--- src/rtl/linkinit_handshake.sv ---
// LTSM LINKINIT-entry stage: sideband LINKINIT active REQ/RESP exchange
// with the link partner, supervised by a saturating timeout counter.
// Ports: clk_100MHz, reset (async active-low), enable_i, done_o, timeout_o,
//   reset_state_timeout_counter_o, SB_TX_* (msg/data/valid, sendNextFlag_i),
//   SB_RX_* (msg/data/valid in, msg_req_o out).
// Optional: define LINKINIT_ERRCNT_EN to add unexpected_cnt_o [7:0].

package SB_codex_pkg;
    typedef enum logic [7:0] {
        SB_MSG_NONE          = 8'h00,
        MBTRAIN_DONE_REQ     = 8'h31,
        MBTRAIN_DONE_RESP    = 8'h32,
        LINKINIT_ACTIVE_REQ  = 8'h41,
        LINKINIT_ACTIVE_RESP = 8'h42
    } SB_msg_t;
endpackage

module linkinit_handshake
    import SB_codex_pkg::*;
#(
    parameter int          TIMEOUT_CYCLES = 800000,
    parameter logic [63:0] TX_DATA_VALUE  = 64'h0
) (
    input  logic        clk_100MHz,
    input  logic        reset,
    input  logic        enable_i,
    output logic        done_o,
    output logic        timeout_o,
    output logic        reset_state_timeout_counter_o,
    output SB_msg_t     SB_TX_msg_o,
    output logic [63:0] SB_TX_dataBus_o,
    output logic        SB_TX_msg_valid_o,
    input  logic        SB_TX_msg_sendNextFlag_i,
    input  SB_msg_t     SB_RX_msg_i,
    input  logic [63:0] SB_RX_dataBus_i,
    output logic        SB_RX_msg_req_o,
    input  logic        SB_RX_msg_valid_i
`ifdef LINKINIT_ERRCNT_EN
    ,
    output logic [7:0]  unexpected_cnt_o
`endif
);

    localparam int CW =
        (TIMEOUT_CYCLES > 2) ? $clog2(TIMEOUT_CYCLES) : 1;
    localparam logic [CW-1:0] LAST = CW'(TIMEOUT_CYCLES - 1);

    typedef enum logic [2:0] {
        S_IDLE,
        S_SEND_REQ,
        S_WAIT,
        S_SEND_RESP,
        S_DONE,
        S_TIMEOUT
    } state_t;

    state_t        state_q, state_d;
    logic [CW-1:0] cnt_q, cnt_d;
    logic          req_sent_q, req_sent_d;
    logic          rem_req_q, rem_req_d;
    logic          resp_sent_q, resp_sent_d;
    logic          resp_rcvd_q, resp_rcvd_d;
    logic          done_q, done_d;
    logic          tmo_q, tmo_d;
    logic          pulse_q, pulse_d;
    SB_msg_t       msg_q, msg_d;
    logic [63:0]   data_q, data_d;
    logic          valid_q, valid_d;
    logic          rx_req_q, rx_req_d;
`ifdef LINKINIT_ERRCNT_EN
    logic [7:0]    err_q, err_d;
`endif

    logic cons, busy, fin;
    logic unused_rx;

    assign unused_rx = ^SB_RX_dataBus_i;
    assign cons = rx_req_q & SB_RX_msg_valid_i;
    assign busy = (state_q == S_SEND_REQ) || (state_q == S_WAIT) ||
                  (state_q == S_SEND_RESP);
    // Completion uses the registered flags, so done lags the last
    // flag update by one cycle.
    assign fin  = (state_q == S_WAIT) && resp_sent_q && resp_rcvd_q;

    always_comb begin
        state_d     = state_q;
        cnt_d       = cnt_q;
        req_sent_d  = req_sent_q;
        rem_req_d   = rem_req_q;
        resp_sent_d = resp_sent_q;
        resp_rcvd_d = resp_rcvd_q;
        done_d      = done_q;
        tmo_d       = tmo_q;
        pulse_d     = 1'b0;
        msg_d       = msg_q;
        valid_d     = valid_q;
        rx_req_d    = rx_req_q;
`ifdef LINKINIT_ERRCNT_EN
        err_d       = err_q;
`endif

        unique case (state_q)
            S_IDLE: begin
                state_d     = S_SEND_REQ;
                pulse_d     = 1'b1;
                valid_d     = 1'b1;
                msg_d       = LINKINIT_ACTIVE_REQ;
                rx_req_d    = 1'b1;
                cnt_d       = '0;
            end
            S_SEND_REQ: begin
                if (SB_TX_msg_sendNextFlag_i) begin
                    req_sent_d = 1'b1;
                    valid_d    = 1'b0;
                    state_d    = S_WAIT;
                end
            end
            S_WAIT: begin
                if (fin) begin
                    state_d  = S_DONE;
                    done_d   = 1'b1;
                    rx_req_d = 1'b0;
                end else if (rem_req_q && !resp_sent_q) begin
                    state_d = S_SEND_RESP;
                    valid_d = 1'b1;
                    msg_d   = LINKINIT_ACTIVE_RESP;
                end
            end
            S_SEND_RESP: begin
                if (SB_TX_msg_sendNextFlag_i) begin
                    resp_sent_d = 1'b1;
                    valid_d     = 1'b0;
                    state_d     = S_WAIT;
                end
            end
            S_DONE, S_TIMEOUT: begin
            end
            default: state_d = S_IDLE;
        endcase

        // Completion takes priority over the terminal count.
        if (busy && !fin) begin
            cnt_d = cnt_q + 1'b1;
            if (cnt_d == LAST) begin
                state_d  = S_TIMEOUT;
                tmo_d    = 1'b1;
                valid_d  = 1'b0;
                rx_req_d = 1'b0;
            end
        end

        if (cons) begin
            if (SB_RX_msg_i == LINKINIT_ACTIVE_REQ) begin
                rem_req_d = 1'b1;
            end else if (SB_RX_msg_i == LINKINIT_ACTIVE_RESP &&
                         req_sent_q) begin
                resp_rcvd_d = 1'b1;
            end else begin
`ifdef LINKINIT_ERRCNT_EN
                if (err_q != 8'hFF) err_d = err_q + 8'd1;
`endif
            end
        end

        if (!enable_i) begin
            state_d     = S_IDLE;
            cnt_d       = '0;
            req_sent_d  = 1'b0;
            rem_req_d   = 1'b0;
            resp_sent_d = 1'b0;
            resp_rcvd_d = 1'b0;
            done_d      = 1'b0;
            tmo_d       = 1'b0;
            pulse_d     = 1'b0;
            msg_d       = LINKINIT_ACTIVE_REQ;
            valid_d     = 1'b0;
            rx_req_d    = 1'b0;
`ifdef LINKINIT_ERRCNT_EN
            err_d       = 8'h00;
`endif
        end

        data_d = valid_d ? TX_DATA_VALUE : 64'h0;
    end

    always_ff @(posedge clk_100MHz or negedge reset) begin
        if (!reset) begin
            state_q     <= S_IDLE;
            cnt_q       <= '0;
            req_sent_q  <= 1'b0;
            rem_req_q   <= 1'b0;
            resp_sent_q <= 1'b0;
            resp_rcvd_q <= 1'b0;
            done_q      <= 1'b0;
            tmo_q       <= 1'b0;
            pulse_q     <= 1'b0;
            msg_q       <= LINKINIT_ACTIVE_REQ;
            data_q      <= 64'h0;
            valid_q     <= 1'b0;
            rx_req_q    <= 1'b0;
`ifdef LINKINIT_ERRCNT_EN
            err_q       <= 8'h00;
`endif
        end else begin
            state_q     <= state_d;
            cnt_q       <= cnt_d;
            req_sent_q  <= req_sent_d;
            rem_req_q   <= rem_req_d;
            resp_sent_q <= resp_sent_d;
            resp_rcvd_q <= resp_rcvd_d;
            done_q      <= done_d;
            tmo_q       <= tmo_d;
            pulse_q     <= pulse_d;
            msg_q       <= msg_d;
            data_q      <= data_d;
            valid_q     <= valid_d;
            rx_req_q    <= rx_req_d;
`ifdef LINKINIT_ERRCNT_EN
            err_q       <= err_d;
`endif
        end
    end

    assign done_o                        = done_q;
    assign timeout_o                     = tmo_q;
    assign reset_state_timeout_counter_o = pulse_q;
    assign SB_TX_msg_o                   = msg_q;
    assign SB_TX_dataBus_o               = data_q;
    assign SB_TX_msg_valid_o             = valid_q;
    assign SB_RX_msg_req_o               = rx_req_q;
`ifdef LINKINIT_ERRCNT_EN
    assign unexpected_cnt_o              = err_q;
`endif

endmodule

--- config.mk ---
export PLATFORM = sky130hd
export DESIGN_NAME = linkinit_handshake
export DESIGN_NICKNAME = d
export VERILOG_FILES = /design/src/rtl/linkinit_handshake.sv
export SDC_FILE = /design/constraint.sdc
export NUM_CORES = 1
export LEC_CHECK = 0
export ABC_AREA = 1
export CORE_MARGIN = 4
export CORE_UTILIZATION = 35
export DETAILED_ROUTE_END_ITERATION = 8
export GPL_TIMING_DRIVEN = 0
export HOLD_SLACK_MARGIN = 0.03
export PLACE_DENSITY = 0.86
export SLEW_MARGIN = 0
export SYNTH_ARGS = -nofsm -noshare
export SYNTH_HDL_FRONTEND = slang
export SYNTH_SLANG_ARGS = --single-unit
--- constraint.sdc ---
create_clock -name clk_100MHz -period 2.1 [get_ports clk_100MHz]
set_input_delay 0.315 -clock clk_100MHz [delete_from_list [all_inputs] [get_ports clk_100MHz]]
set_output_delay 0.315 -clock clk_100MHz [all_outputs]
set_load 0.02 [all_outputs]
==> out/metrics.csv <==
stage,metric,value,unit
synthesis,synth_fa_ha_area_share,1.01,%
synthesis,synthXorXnorAreaFrac,0.707,%
cells_and_area,final_cells,538,
synthesis,ys_warn_count,0,
setup_path,start_kind,register,
floorplan,ios,154,
synthesis,syn_area,0.00248,mm^2
clock_tree,cts_max_level,2,
clock_tree,cts_buffer_depth,2,
cells_and_area,fin_nets,520,
setup_path,reg2reg_to,SB_RX_msg_req_o$_DFF_PN0_,
synthesis,synthTopCellsByArea,"dfrtp_1, buf_4, nand2_1",
detailed_routing,drc,0,
synthesis,synth_compound_area_share,8.03,%
synthesis,async_reset_ff_share,100,%
clock_tree,root_buffer,clkbuf_8,
synthesis,syn_area_per_cell,7.16,um^2
clock_tree,clock_sinks,34,
floorplan,die_area,0.00849,mm^2
sta,relSlewSlack,48.7,%
global_routing,grt_overflow,0,
sta,fmax,0.518,GHz
cells_and_area,areaGrowthSynthToFinish,27.1,%
setup_path,worstRegToRegCells,12,
sta,setup_viol,0,
sta,tightest_slew,0.769,ns
synthesis,synth-edff-count,0,
placement,dpl.cell_count,529,
placement,place.gp.congestion,0.899,
synthesis,yosys.area_share.simple,28.3,%
detailed_routing,avgRoutedWirePerCell,9.73,um
sta,final_hold_viol_count,0,
sta,finClkSkew,0.0161,ns
outcome,outcome,"complete, no violations",
synthesis,synthCells,346,
detailed_routing,vias,2248,
clock_tree,clk_pin_slew,0.08,ns
sta,slew_viol_final,0,
synthesis,synthTopCellsByCount,"nand2_1, buf_4, nor2_1, inv_1, dfrtp_1",
detailed_routing,firstDrtPassIters,4,
detailed_routing,vias_per_cell,4.18,
floorplan,core-area,0.00683,mm^2
power_and_ir_drop,vdd_drop_max,0.483,mV
sta,setup_ws,0.171,ns
cells_and_area,n_antenna_cell,0,
synthesis,synth_most_common_cell,nand2_1,
placement,placed_cell_area,0.00304,mm^2
clock_tree,cts_tree,done,
setup_path,timing.rr.start,cnt_q[1]$_DFFE_PN0P_,
cells_and_area,final_area,0.00315,mm^2
setup_path,cp-end-kind,register,
placement,dp_slack,-0.114,ns
floorplan,start_util,36.3,%
synthesis,ys_seq_elements,34,
synthesis,ys_seq_area_share,34.4,%
floorplan,die-width,92.2,um
synthesis,yosys.area.top_type,dfrtp_1,
global_routing,grt_pass1_wl,8.47,mm
setup_path,path_max_fanout,5,
clock_tree,insertion_delay,0.30,ns
synthesis,ys.flop_type,dfrtp_1,
setup_path,critPathRequiredTime,2.28,ns
setup_path,cp_data_arrival_time,2.11,ns
setup_path,reg2reg_slack,0.17,ns
synthesis,synthMuxAreaShare,0,%
global_routing,gr-usage-all-layers,12.1,%
placement,post-dp-hpwl,4.12,mm
detailed_routing,antenna_left,0,
sta,post-route-period-util,91.9,%
synthesis,synth_top_family_by_area,simple AND/OR/NAND/NOR gates,
sta,period_needed,1.93,ns
floorplan,num_rows,30,
cells_and_area,drive_above_1_share,21.7,%
detailed_routing,drtIter0Drc,170,
global_routing,grt_pass1_vias,2049,
placement,io_buffers,19,
detailed_routing,drt_wl_total,5.23,mm
synthesis,synth_top_area_share,33.3,%
worst_hold_path,hold_path_class,in -> async,
synthesis,yosys.cell_types.count,26,
flow_run,cap_violations,0,
power_and_ir_drop,powerDensity,484,mW/mm^2
clock_tree,holdBufCountCts,0,
global_routing,grt_max_degree,35,
global_routing,antenna_found_initial,0,
clock_tree,numCtsBuffers,5,
power_and_ir_drop,p_leak,1.56,nW
floorplan,dieHeight,92.2,um
setup_path,crit_type,reg -> reg,
==> critical path, stage by stage (launching register included) <==
cell     delay [ns]
dfrtp_1        0.42
ha_2           0.25
nand2_1        0.14
nor2_4         0.14
nand3_2        0.12
nor2_1         0.11
nor2_1         0.05
nor2_1         0.12
nand2_1        0.08
nor2_2         0.10
nand3_2        0.12
nand2_2        0.11
nor2_1         0.05
==> final cells by class <==
class | count | area (um^2)
Timing Repair Buffer | 20 | 193
Clock buffer | 6 | 72.6
Tap cell | 96 | 120
Sequential cell | 34 | 852
Inverter | 37 | 139
Fill cell | 681 | 3680
Clock inverter | 2 | 10.0
Multi-Input combinational cell | 270 | 1220
Buffer | 73 | 539
==> worst max-delay path by stage <==
| stage | start | endpoint | slack (ns) | cells after the start |
|---|---|---|---|---|
| floorplan | cnt_q[1]$_DFFE_PN0P_ | SB_RX_msg_req_o$_DFF_PN0_ | 0.45 | 12 |
| global placement | enable_i | cnt_q[2]$_DFFE_PN0P_ | -0.09 | 7 |
| detailed placement | enable_i | cnt_q[2]$_DFFE_PN0P_ | -0.11 | 7 |
| CTS | cnt_q[1]$_DFFE_PN0P_ | SB_RX_msg_req_o$_DFF_PN0_ | 0.08 | 12 |
| global route | cnt_q[1]$_DFFE_PN0P_ | SB_RX_msg_req_o$_DFF_PN0_ | -0.03 | 12 |
| finish | cnt_q[1]$_DFFE_PN0P_ | SB_RX_msg_req_o$_DFF_PN0_ | 0.17 | 12 |
==> cell usage in the layout (no fill, tap or decap) <==
master,n
nand2_1,75
buf_4,71
conb_1,70
nor2_1,40
inv_1,37
dfrtp_1,33
nand3_1,18
clkdlybuf4s50_1,18
o21ai_0,16
a21oi_1,9
nand4_1,8
o22ai_1,7
nand3_2,5
nor3_1,5
clkbuf_8,5
nor2_4,3
nor2_2,3
xor2_1,2
clkbuf_1,2
buf_2,2
clkinv_2,2
dfstp_2,1
or2_2,1
nand2_2,1
a311oi_1,1
clkbuf_2,1
o31ai_1,1
nor4_1,1
o21a_1,1
a31oi_1,1
ha_1,1
ha_2,1
==> layer usage <==
layer,GRT usage [%],share of wire (%)
met5,0,0
met4,4.83,1.7
met3,3.28,9.2
met2,21.7,50
met1,13.6,39
==> power breakdown <==
group          internal (mW)  switching [mW]
clock network          0.230           0.243
registers              0.671          0.0135
logic                  0.144           0.226
==> state kept, by name (all words and copies together) (netlist names) <==
register / cells
SB_TX_msg_valid_o: 1
resp_rcvd_q: 1
done_o: 1
resp_sent_q: 1
timeout_o: 1
reset_state_timeout_counter_o: 1
cnt_q: 20
rem_req_q: 1
req_sent_q: 1
SB_RX_msg_req_o: 1
SB_TX_msg_o: 2
state_q: 3
==> timing repair <==
| action | CTS | global route |
|---|---|---|
| setup buffers | 0 | 1 |
| gates resized for setup | 0 | 7 |
| setup endpoints to repair | 0 | 16 |
==> logic make-up (layout without fill, tap and decap cells) <==
group / Yosys count / count (layout)
other: 2 / 70
and+or+nand+nor: 160 / 160
xor gates and xnor gates: 2 / 2
adders and majority gates: 2 / 2
DFF: 34 / 34
AOI/OAI and AO/OA: 36 / 36
buffers and inverters: 110 / 138
==> per-stage QoR <==
stage	total power [mW]	util, %	hold slack, ns	setup TNS [ns]
after floorplan	0.981	-	0.0194	0
after global placement	1.05	44.6	0.463	-0.629
after detailed placement	1.06	44.5	0.437	-0.907
after CTS	1.53	45.7	0.114	0
after global routing	1.60	46.1	0.160	-0.0836
final	1.53	46.1	0.0889	0
No activity file was read; power rests on OpenSTA's default activity.
